## src/rtl/s_machine_pkg.sv

```systemverilog
// Shared definitions for the data-memory responder: default widths, request direction
// encoding and responder state encoding.
package s_machine_pkg;

  localparam int DEF_ADDR_W = 8;
  localparam int DEF_DATA_W = 16;

  localparam logic RW_READ  = 1'b0;
  localparam logic RW_WRITE = 1'b1;

  typedef enum logic [1:0] {
    ST_IDLE = 2'd0,
    ST_WAIT = 2'd1,
    ST_RESP = 2'd2
  } resp_state_e;

endpackage

```

## src/rtl/sm_mem_array.sv

```systemverilog
// Word store: synchronous write, combinational read, no reset.
// Contents are undefined until written.
module sm_mem_array #(
  parameter int ADDR_W = 8,
  parameter int WIDTH  = 16
) (
  input  logic              clk,
  input  logic              we_i,
  input  logic [ADDR_W-1:0] addr_i,
  input  logic [WIDTH-1:0]  wdata_i,
  output logic [WIDTH-1:0]  rdata_o
);

  logic [WIDTH-1:0] mem_q [2**ADDR_W];

  always_ff @(posedge clk) begin
    if (we_i) mem_q[addr_i] <= wdata_i;
  end

  assign rdata_o = mem_q[addr_i];

endmodule

```

## src/rtl/data_memory_responder.sv

```systemverilog
// CPU data-memory responder: one request in flight, fixed read/write latency, one-cycle ack.
// Optional per-word even parity is built when MEM_PARITY_EN is defined.
module data_memory_responder
  import s_machine_pkg::*;
#(
  parameter int ADDR_W        = DEF_ADDR_W,
  parameter int DATA_W        = DEF_DATA_W,
  parameter int READ_LATENCY  = 2,
  parameter int WRITE_LATENCY = 1
) (
  input  logic              clk,
  input  logic              reset_n,
  input  logic              req,
  input  logic              read_write_memory,
  input  logic [ADDR_W-1:0] addr,
  input  logic [DATA_W-1:0] data_out_memory,
  output logic [DATA_W-1:0] data_in_memory,
  output logic              ack,
  output logic              busy,
  output logic              overrun,
  input  logic              inject_parity_err,
  output logic              parity_err
);

  localparam int MAX_LAT = (READ_LATENCY > WRITE_LATENCY) ? READ_LATENCY : WRITE_LATENCY;
  localparam int CNT_W   = (MAX_LAT <= 2) ? 1 : $clog2(MAX_LAT);
  localparam logic [CNT_W-1:0] RD_CNT_INIT = CNT_W'((READ_LATENCY > 1) ? READ_LATENCY - 2 : 0);
  localparam logic [CNT_W-1:0] WR_CNT_INIT = CNT_W'((WRITE_LATENCY > 1) ? WRITE_LATENCY - 2 : 0);
  localparam logic RD_DIRECT = (READ_LATENCY == 1);
  localparam logic WR_DIRECT = (WRITE_LATENCY == 1);

`ifdef MEM_PARITY_EN
  localparam int MEM_W = DATA_W + 1;
`else
  localparam int MEM_W = DATA_W;
`endif

  resp_state_e       state_q, state_d;
  logic [CNT_W-1:0]  cnt_q, cnt_d;
  logic [ADDR_W-1:0] addr_q;
  logic              rw_q;
  logic [DATA_W-1:0] wdata_q;
  logic [DATA_W-1:0] rdata_q;
  logic              overrun_q;

  logic              req_is_wr;
  logic              accept;
  logic              rd_resp;
  logic              mem_we;
  logic [MEM_W-1:0]  mem_wdata;
  logic [MEM_W-1:0]  mem_rdata;
  logic              par_mismatch;

  assign req_is_wr = (read_write_memory == RW_WRITE);
  assign accept    = (state_q == ST_IDLE) && req;
  assign rd_resp   = (state_q == ST_RESP) && (rw_q == RW_READ);
  assign mem_we    = (state_q == ST_RESP) && (rw_q == RW_WRITE);

  always_ff @(posedge clk or negedge reset_n) begin
    if (!reset_n) begin
      state_q <= ST_IDLE;
      cnt_q   <= '0;
    end else begin
      state_q <= state_d;
      cnt_q   <= cnt_d;
    end
  end

  always_comb begin
    state_d = state_q;
    cnt_d   = cnt_q;
    unique case (state_q)
      ST_IDLE: begin
        if (req) begin
          if (req_is_wr ? WR_DIRECT : RD_DIRECT) begin
            state_d = ST_RESP;
          end else begin
            state_d = ST_WAIT;
            cnt_d   = req_is_wr ? WR_CNT_INIT : RD_CNT_INIT;
          end
        end
      end
      ST_WAIT: begin
        if (cnt_q == '0) state_d = ST_RESP;
        else             cnt_d   = cnt_q - 1'b1;
      end
      ST_RESP: state_d = ST_IDLE;
      default: state_d = ST_IDLE;
    endcase
  end

  // Outside a read ack the read bus shows the last value returned.
  always_comb begin
    ack            = (state_q == ST_RESP);
    busy           = (state_q != ST_IDLE);
    data_in_memory = rd_resp ? mem_rdata[DATA_W-1:0] : rdata_q;
    parity_err     = rd_resp && par_mismatch;
    overrun        = overrun_q;
  end

  always_ff @(posedge clk or negedge reset_n) begin
    if (!reset_n) begin
      addr_q    <= '0;
      rw_q      <= RW_READ;
      wdata_q   <= '0;
      rdata_q   <= '0;
      overrun_q <= 1'b0;
    end else begin
      if (accept) begin
        addr_q  <= addr;
        rw_q    <= read_write_memory;
        wdata_q <= data_out_memory;
      end
      if (rd_resp) rdata_q <= mem_rdata[DATA_W-1:0];
      overrun_q <= overrun_q | (req & busy);
    end
  end

`ifdef MEM_PARITY_EN
  logic inj_q;

  always_ff @(posedge clk or negedge reset_n) begin
    if (!reset_n)    inj_q <= 1'b0;
    else if (accept) inj_q <= inject_parity_err;
  end

  // Top bit holds even parity of the data word, optionally corrupted on request.
  assign mem_wdata    = {(^wdata_q) ^ inj_q, wdata_q};
  assign par_mismatch = ^mem_rdata;
`else
  logic unused_inj;

  assign unused_inj   = inject_parity_err;
  assign mem_wdata    = wdata_q;
  assign par_mismatch = 1'b0;
`endif

  sm_mem_array #(
    .ADDR_W (ADDR_W),
    .WIDTH  (MEM_W)
  ) u_mem (
    .clk     (clk),
    .we_i    (mem_we),
    .addr_i  (addr_q),
    .wdata_i (mem_wdata),
    .rdata_o (mem_rdata)
  );

endmodule

```

## config.mk

```make
export PLATFORM = sky130hd
export DESIGN_NAME = data_memory_responder
export DESIGN_NICKNAME = d
export VERILOG_FILES = /design/src/rtl/s_machine_pkg.sv /design/src/rtl/sm_mem_array.sv /design/src/rtl/data_memory_responder.sv
export SDC_FILE = /design/constraint.sdc
export NUM_CORES = 2
export LEC_CHECK = 0
export CORE_MARGIN = 2
export CORE_UTILIZATION = 50
export CTS_CLUSTER_DIAMETER = 50
export CTS_CLUSTER_SIZE = 28
export DETAILED_ROUTE_END_ITERATION = 8
export HOLD_SLACK_MARGIN = 0.06
export PLACE_DENSITY_LB_ADDON = 0.1
export SKIP_LAST_GASP = 1
export SLEW_MARGIN = 20
export SYNTH_ARGS = -nofsm -noshare
export SYNTH_HDL_FRONTEND = slang
export SYNTH_SLANG_ARGS = --single-unit
```

## constraint.sdc

```tcl
create_clock -name clk -period 10.9 [get_ports clk]
set_input_delay 2.725 -clock clk [delete_from_list [all_inputs] [get_ports clk]]
set_output_delay 2.725 -clock clk [all_outputs]
set_load 0.01 [all_outputs]
```

==> out/qor.yml <==
synth:
  avgSynthCellArea_um2: 21.9
  syn_inst: 7257
  ys.flop_type: "edfxtp_1"
  synth_edf_count: 4096
  synth-seq-cells: 4140
  netlist_area_mm2: 0.159
  synth-seq-area-share_pct: 77.9
  ys_warn_count: 0
  synthArstFlopShare_pct: 1.06
  synth_nets: 7286
  synth_cell_type_count: 61
finish:
  drive_above_1_share_pct: 30.3
  nNetsFinal: 7754
  final_cell_mix: "4096 x edfxtp_1, 967 x mux4_2, 425 x clkbuf_16, 397 x buf_4, 308 x mux2i_1"
  layout_commonest_cell: "edfxtp_1"
  area_growth_syn_to_layout_pct: 14.2
timing:
  finClkSkew_ns: 0.0552
  setup_tns_ns: 0
  fmax_mhz: 105
  fin_crit_sh_pct: 87.8
  rsz0062_at_grt: "false"
  fin_crit_ns: 9.57
  slew_headroom_pct: 10.0
  worst_slack_ns: 1.33
  hold_viol: 0
  tightestPinTransition_ns: 1.35
  slew_viol_final: 0
  setup_viol: 0
worst_setup_path:
  cp-start-kind: "flop"
  crit_path_frequent_cell: "o22ai_1"
  slowest_stage: "a211oi_1"
  end_kind: "output port"
  cpPeakStageDelay_ns: 0.86
  path_delay_family: "compound AO/OA/AOI/OAI gates"
  cp_max_fo: 23
  cp.required_ns: 8.18
  path_cells: "buf_4 -> inv_1 -> nand2b_1 -> o22ai_1 -> a211oi_1 -> o21ai_1 -> nor3b_2 -> o22ai_1 -> clkdlybuf4s50_1"
  crit_arrival_ns: 6.84
  critical_path_buf_inv_count: 3
  path_class: "flop to output port"
clocking:
  clkLatencyLatePin_ns: 1.01
  clk_pin_slew_worst_paths_ns: 0.07
  cts_buffers: 416
  cts_htree_levels: 5
  cts_buffer_depth: 4
  hold_buffers: 0
  cts_setup_buffers: 0
  cts.repair.resized: 0
  cts_sinks: 4140
  cts_tree: "done"
  root_buffer: "clkbuf_16"
flow_run:
  drv_cap: 0
placed_design:
  port_buffers: 46
  routabilityCongestion: 0.845
  place_ws_ns: 2.40
  dpl.hpwl_um: 270000
outcome:
  status: "finished, final reports clean"
floorplanning:
  num_io_pins: 49
  core_area_mm2: 0.318
  die-area_mm2: 0.323
  die_h_um: 568
  start_util_pct: 50.1
  chipWidth_um: 568
  rows: 207
routing:
  drt-initial-drc-count: 11100
  num_vias: 79600
  antenna_left: 0
  wl_per_cell_um: 36.7
  viasPerCell: 6.48
  totalWireLength_um: 451000
  dr.pass1.iters: 8
  drc_errors: 0
global_route:
  grt_overflow_total: 0
  grt_max_degree: 197
  grt_pass1_wl_um: 624000
  grt_pass1_vias: 77600
  antenna_found_initial: 18
  grtUsageTotal_pct: 27.8
power_and_ir_drop:
  irDropWorstVdd_mv: 0.161
  powerDensity_mw_per_mm2: 218
  power.leakage_nw: 57.1
hold_path:
  min_path_type: "flop to flop"
-- routing by layer --
layer / vias to the layer above / track usage (%) / wire length [µm]
li1: 31700 / - / -
met1: 43400 / 40.3 / 183000
met2: 3833 / 43.5 / 214000
met3: 644 / 4.82 / 38600
met4: 6 / 8.68 / 14800
met5: - / 0 / 40
-- cell families after synthesis --
family / count (synthesis) / share of synthesized area [%]
simple gates: 795 / 2.18
other cells: 1 / 0.00236
buf+inv: 432 / 1.42
mux: 1320 / 15.9
flops: 4140 / 77.9
compound gates: 569 / 2.52
-- area by class of cell --
type | count | area (µm²)
Timing Repair Buffer | 476 | 4110
Clock inverter | 347 | 3910
Sequential cell | 4140 | 124000
Clock buffer | 438 | 10700
Multi-Input combinational cell | 2685 | 33700
Fill cell | 23100 | 136000
Tap cell | 4180 | 5230
Antenna cell | 7 | 17.5
Inverter | 6 | 40.0
-- state kept, by name, indices dropped and copies added (netlist names) --
| name | cells |
|---|---|
| overrun | 1 |
| mem_wdata | 16 |
| rw_q | 1 |
| u_mem.mem_q | 4096 |
| addr_q | 8 |
| state_q | 2 |
| rdata_q | 16 |
-- where the power goes --
part | switching [mW] | internal (mW) | leakage (nW)
logic | 4.01 | 2.01 | 12.7
clock network | 6.83 | 8.18 | 7.05
registers | 0.315 | 18.4 | 37.3
total | 11.2 | 28.6 | 57.1
-- path summary, 6_finish.rpt --
check	start	to	slack (ns)	depth (start not counted)
hold reg to reg	state_q[1]	state_q[1]	0.45	1
max in group asynchronous	reset_n	addr_q[2]	8.01	2
setup reg to reg	addr_q[1]	u_mem.mem_q[178][9]	5.26	7
setup / recovery	addr_q[2]	data_in_memory[3]	1.33	9
min in group asynchronous	reset_n	mem_wdata[9]	1.56	1
hold / removal	state_q[1]	state_q[1]	0.45	1
-- cell usage after synthesis (44+ instances only) --
library cell | number | area share, %
edfxtp_1 | 4096 | 77
mux4_2 | 967 | 14
mux2i_1 | 308 | 1.9
nor2_1 | 294 | 0.69
nand2_1 | 263 | 0.62
buf_2 | 170 | 0.53
clkbuf_1 | 141 | 0.33
a22oi_1 | 87 | 0.41
a21oi_1 | 79 | 0.25
buf_4 | 76 | 0.36
nand3_1 | 74 | 0.23
o22ai_1 | 71 | 0.28
a32oi_1 | 63 | 0.35
o21ai_0 | 61 | 0.19
a211oi_1 | 60 | 0.28
mux2_2 | 45 | 0.32
dfrtp_1 | 44 | 0.69
-- per-stage QoR --
stage               total power, mW  area [µm²]  hold WS, ns  utilization [%]  instances
finish                         39.7      182000        0.449             57.3      12300
global route                   40.7      182000        0.487             57.3      12300
CTS                            39.9      182000        0.450             57.2      12300
detailed placement             25.0      167000        0.440             52.6      11500
global placement               24.9      167000        0.435             52.6      11500
floorplan                      22.5      159000        0.409                -       7257
Note: power is estimated with default switching activity, not from simulation.
